## config.mk

```make
export PLATFORM = sky130hd
export DESIGN_NAME = recon_error_accum
export DESIGN_NICKNAME = d
export VERILOG_FILES = /design/src/rtl/recon_error_accum.sv
export SDC_FILE = /design/constraint.sdc
export NUM_CORES = 2
export LEC_CHECK = 0
export BUFFER_PORTS_ARGS = -buffer_cell sky130_fd_sc_hd__buf_4
export CORE_MARGIN = 2
export CORE_UTILIZATION = 45
export DETAILED_ROUTE_END_ITERATION = 10
export PLACE_DENSITY = 0.74
export SYNTH_ARGS = -nofsm -noshare
export SYNTH_HDL_FRONTEND = slang
export SYNTH_SLANG_ARGS = --single-unit
```

## constraint.sdc

```tcl
create_clock -name clk -period 15 [get_ports clk]
set_clock_uncertainty 0.1 [all_clocks]
set_input_delay 1.5 -clock clk [delete_from_list [all_inputs] [get_ports clk]]
set_output_delay 1.5 -clock clk [all_outputs]
set_load 0.01 [all_outputs]
```

## src/rtl/recon_error_accum.sv

```systemverilog
// Reconstruction error y-x per element plus saturated Q8.8 sum of squares.
// Define RECON_SAT_EN to saturate each difference instead of wrapping it.
module recon_error_accum #(
  parameter int WIDTH = 16,
  parameter int FRAC  = 8,
  parameter int N     = 9,
  parameter int ACC_W = 24
) (
  input  logic                 clk,
  input  logic                 rst,
  input  logic                 in_valid,
  output logic                 in_ready,
  input  logic [N*WIDTH-1:0]   y_flat,
  input  logic [N*WIDTH-1:0]   x_flat,
  output logic                 out_valid,
  input  logic                 out_ready,
  output logic [N*WIDTH-1:0]   err_flat,
  output logic [WIDTH-1:0]     sse
);

  localparam int IW = (N > 1) ? $clog2(N) : 1;

  typedef enum logic [1:0] {
    IDLE,
    ACCUM,
    DONE
  } state_t;

  state_t state, state_nx;

  logic [N*WIDTH-1:0]      y_q;
  logic [N*WIDTH-1:0]      x_q;
  logic [IW-1:0]           idx;
  logic [ACC_W-1:0]        acc;
  logic [ACC_W-1:0]        acc_nx;
  logic signed [WIDTH-1:0] ye;
  logic signed [WIDTH-1:0] xe;
  logic signed [WIDTH-1:0] diff;
  logic signed [2*WIDTH-1:0] prod;
  logic signed [2*WIDTH-1:0] sq;
  logic [2*WIDTH:0]        sum;
  logic [WIDTH-1:0]        sse_nx;
  logic                    last;
  logic                    take;
  logic                    give;

  assign ye = y_q[idx*WIDTH +: WIDTH];
  assign xe = x_q[idx*WIDTH +: WIDTH];

`ifdef RECON_SAT_EN
  logic signed [WIDTH:0] dw;
  assign dw = {ye[WIDTH-1], ye} - {xe[WIDTH-1], xe};
  // Top two bits disagree only when the true difference left WIDTH range.
  always_comb begin
    diff = dw[WIDTH-1:0];
    if (dw[WIDTH] != dw[WIDTH-1]) begin
      diff = dw[WIDTH] ? {1'b1, {(WIDTH-1){1'b0}}}
                       : {1'b0, {(WIDTH-1){1'b1}}};
    end
  end
`else
  assign diff = ye - xe;
`endif

  assign prod = diff * diff;
  assign sq   = prod >>> FRAC;
  assign sum  = {{(2*WIDTH+1-ACC_W){1'b0}}, acc}
              + {1'b0, sq};
  assign acc_nx = (|sum[2*WIDTH:ACC_W]) ? '1 : sum[ACC_W-1:0];
  assign sse_nx = (|acc_nx[ACC_W-1:WIDTH-1])
                ? {1'b0, {(WIDTH-1){1'b1}}}
                : acc_nx[WIDTH-1:0];

  assign in_ready  = (state == IDLE);
  assign out_valid = (state == DONE);
  assign last = (idx == IW'(N-1));
  assign take = in_valid & in_ready;
  assign give = out_valid & out_ready;

  always_ff @(posedge clk or negedge rst) begin
    if (!rst) state <= IDLE;
    else      state <= state_nx;
  end

  always_comb begin
    state_nx = state;
    case (state)
      IDLE:    if (take) state_nx = ACCUM;
      ACCUM:   if (last) state_nx = DONE;
      DONE:    if (give) state_nx = IDLE;
      default: state_nx = IDLE;
    endcase
  end

  always_ff @(posedge clk or negedge rst) begin
    if (!rst) begin
      y_q      <= '0;
      x_q      <= '0;
      idx      <= '0;
      acc      <= '0;
      err_flat <= '0;
      sse      <= '0;
    end else begin
      if (state == IDLE && take) begin
        y_q <= y_flat;
        x_q <= x_flat;
        acc <= '0;
        idx <= '0;
      end
      if (state == ACCUM) begin
        err_flat[idx*WIDTH +: WIDTH] <= diff;
        acc <= acc_nx;
        idx <= last ? '0 : idx + 1'b1;
        if (last) sse <= sse_nx;
      end
    end
  end

endmodule

```

==> metrics.cfg <==
[status]
outcome=complete, no violations

[cells_and_area]
drive_gt1_share_pct=18.3
final_common_cell=nand2_1
finalNetCount=4386
final_util_pct=54.7
syn_to_final_growth_pct=19.8
mostFrequentLayoutCells=nand2_1 (1163), buf_4 (486), dfrtp_1 (474), inv_1 (341), fa_1 (238)

[grt]
grt_max_degree=221
grt_pass1_wl_um=141000
track_usage_pct=25.6
overflow=0
grt_pass1_vias=25400
antenna_found_initial=1

[synth]
netlist_instances=3354
synth.distinct_cells=71
ys_ff_latch=478
synth.avg_cell_area_um2=9.20
synthArstFlopShare_pct=100
syn_nets=4015
synth-seq-area-share_pct=38.8
syn-cell-area_um2=30800
ys_warn_count=0
synthFlopType=dfrtp_1
synth_edf_count=0

[clocking]
cts_root_buf=clkbuf_16
cts_max_level=2
cts_buffers=52
clkTransAtPathRegs_ns=0.06
postCtsResizedCells=0
post_cts_buffers=0
clock_latency_ns=0.61
hold_buffers=0
cts_sinks=478
cts_tree=yes
cts_buffer_depth=3

[worst_setup_path]
cp_slowest_stage_delay_ns=0.85
end_kind=flop
crit_type=flop to flop
cp_max_fo=37
cp.arrival_ns=13.68
critPathSlowestCell=dfrtp_4
required_ns=15.33
crit_top_cell=fa_1
startpoint_type=flop

[die]
start_util_pct=45.7
die_h_um=266
io_pins=454
die_area_um2=70700
coreArea_um2=67500
rows=95
fp.dieW_um=266

[route]
via_per_inst=5.33
drt-initial-drc-count=2277
remaining_drc_errors=0
ant_nets=0
route.vias.total=24700
wirelength_um=88300
firstDrtPassIters=5
avgRoutedWirePerCell_um=19.0

[flow_run]
maxCapViolations=0

[placement]
place.gp.congestion=0.889
portBuffers=453
place_hpwl_um=65700

[sta]
tns_ns=0
worst_pin_slew_ns=1.16
period_share_pct=89.0
max_freq_mhz=74.9
rsz0062_at_grt=false
finalHoldViolCount=0
setup_violations=0
min_period_ns=13.35
drv_slew=0
slew_headroom_pct=22.4

[min_path]
hold_class=flop to flop

kinds of logic (layout without fill, tap and decap cells):
family | Yosys count | count (layout) | synth area share [%]
buffers and inverters | 516 | 927 | 6.34
multiplexers | 97 | 97 | 5.75
flip-flops | 478 | 478 | 38.8
adder cells (fa/ha/maj) | 369 | 369 | 20.8
XOR/XNOR | 60 | 60 | 1.70
AND/OR/NAND/NOR | 1428 | 1428 | 18.4
AO/OA/AOI/OAI | 406 | 406 | 8.31
other | 0 | 1 | 0
per-stage QoR:
stage / cells / cell area (µm²) / hold slack (ns) / setup WS, ns
floorplan: 3354 / 30800 / 0.340 / 2.47
global placement: 4544 / 35100 / 0.353 / 2.02
detailed placement: 4544 / 35100 / 0.357 / 1.72
CTS: 4638 / 36900 / 0.372 / 1.67
global route: 4638 / 36900 / 0.390 / 0.784
finish: 4639 / 36900 / 0.369 / 1.65
cell type report:
class	instances	area (µm²)
well taps	873	1090
repair buffers	490	3720
clock buffers	64	1420
fillers	5969	30600
flip-flops and latches	478	12000
diodes	1	2.50
clock inverters	30	445
multi-input cells	2360	17000
inverters	343	1290
registers in the layout (all words and copies together), names as in the netlist:
signal and count:
sse 16, y_q 144, err_flat 144, x_q 144, state 2, idx 4
acc 24
worst paths after layout:
path                                            from                       to  slack (ns)  depth (start not counted)
worst max register to register    idx[0]$_DFFE_PN0P_      sse[11]$_DFFE_PN0P_        1.65                         46
worst max-delay path              idx[0]$_DFFE_PN0P_      sse[11]$_DFFE_PN0P_        1.65                         46
min in group asynchronous                        rst     x_q[121]$_DFFE_PN0P_        0.83                          1
max in group asynchronous                        rst  err_flat[0]$_DFFE_PN0P_       11.42                          3
worst min register to register  x_q[112]$_DFFE_PN0P_     x_q[112]$_DFFE_PN0P_        0.37                          2
worst min-delay path            x_q[112]$_DFFE_PN0P_     x_q[112]$_DFFE_PN0P_        0.37                          2
critical path, delay by kind of cell (launching register included):
family / cells / cell delay, ns
buf+inv: 7 / 1.34
flops: 1 / 0.85
mux: 4 / 1.37
fa+ha+maj: 9 / 4.03
compound gates: 18 / 3.70
xor+xnor: 1 / 0.11
simple gates: 7 / 1.58
metal layers:
layer | up-vias | GRT usage, % | part of all wire (%)
met1 | 12100 | 34.0 | 40
met4 | 0 | 9.34 | 3.9
li1 | 11500 | - | -
met2 | 1002 | 42.2 | 48
met5 | - | 0 | 0
met3 | 191 | 4.53 | 8.0
cell usage after synthesis, drive strengths merged, types with 4 or more instances:
master,count,area share (%)
inv,341,4.1
o21ai,163,2.7
a211oi,7,0.22
nand2,1164,14
o21bai,7,0.17
o21a,9,0.22
nor4,5,0.15
dfrtp,478,39
nor2b,8,0.16
and3,5,0.10
mux4,64,4.7
xnor2,33,0.94
a31oi,57,1.4
o31ai,40,0.97
a21o,22,0.54
and4,5,0.14
nand3,33,0.54
nand2b,12,0.24
ha,131,5.3
xor2,27,0.77
or3,7,0.14
nor3b,6,0.15
a21oi,65,1.1
nor3,23,0.39
clkbuf,150,1.8
o31a,5,0.14
nor2,142,1.7
fa,238,15
and2,5,0.10
mux2i,31,1.0
o211ai,4,0.11
buf,23,0.34
or2,4,0.081
Power is left out: the tool's default activity adds up to more than one toggle a clock period on the data nets, which glitch-free logic cannot reach.
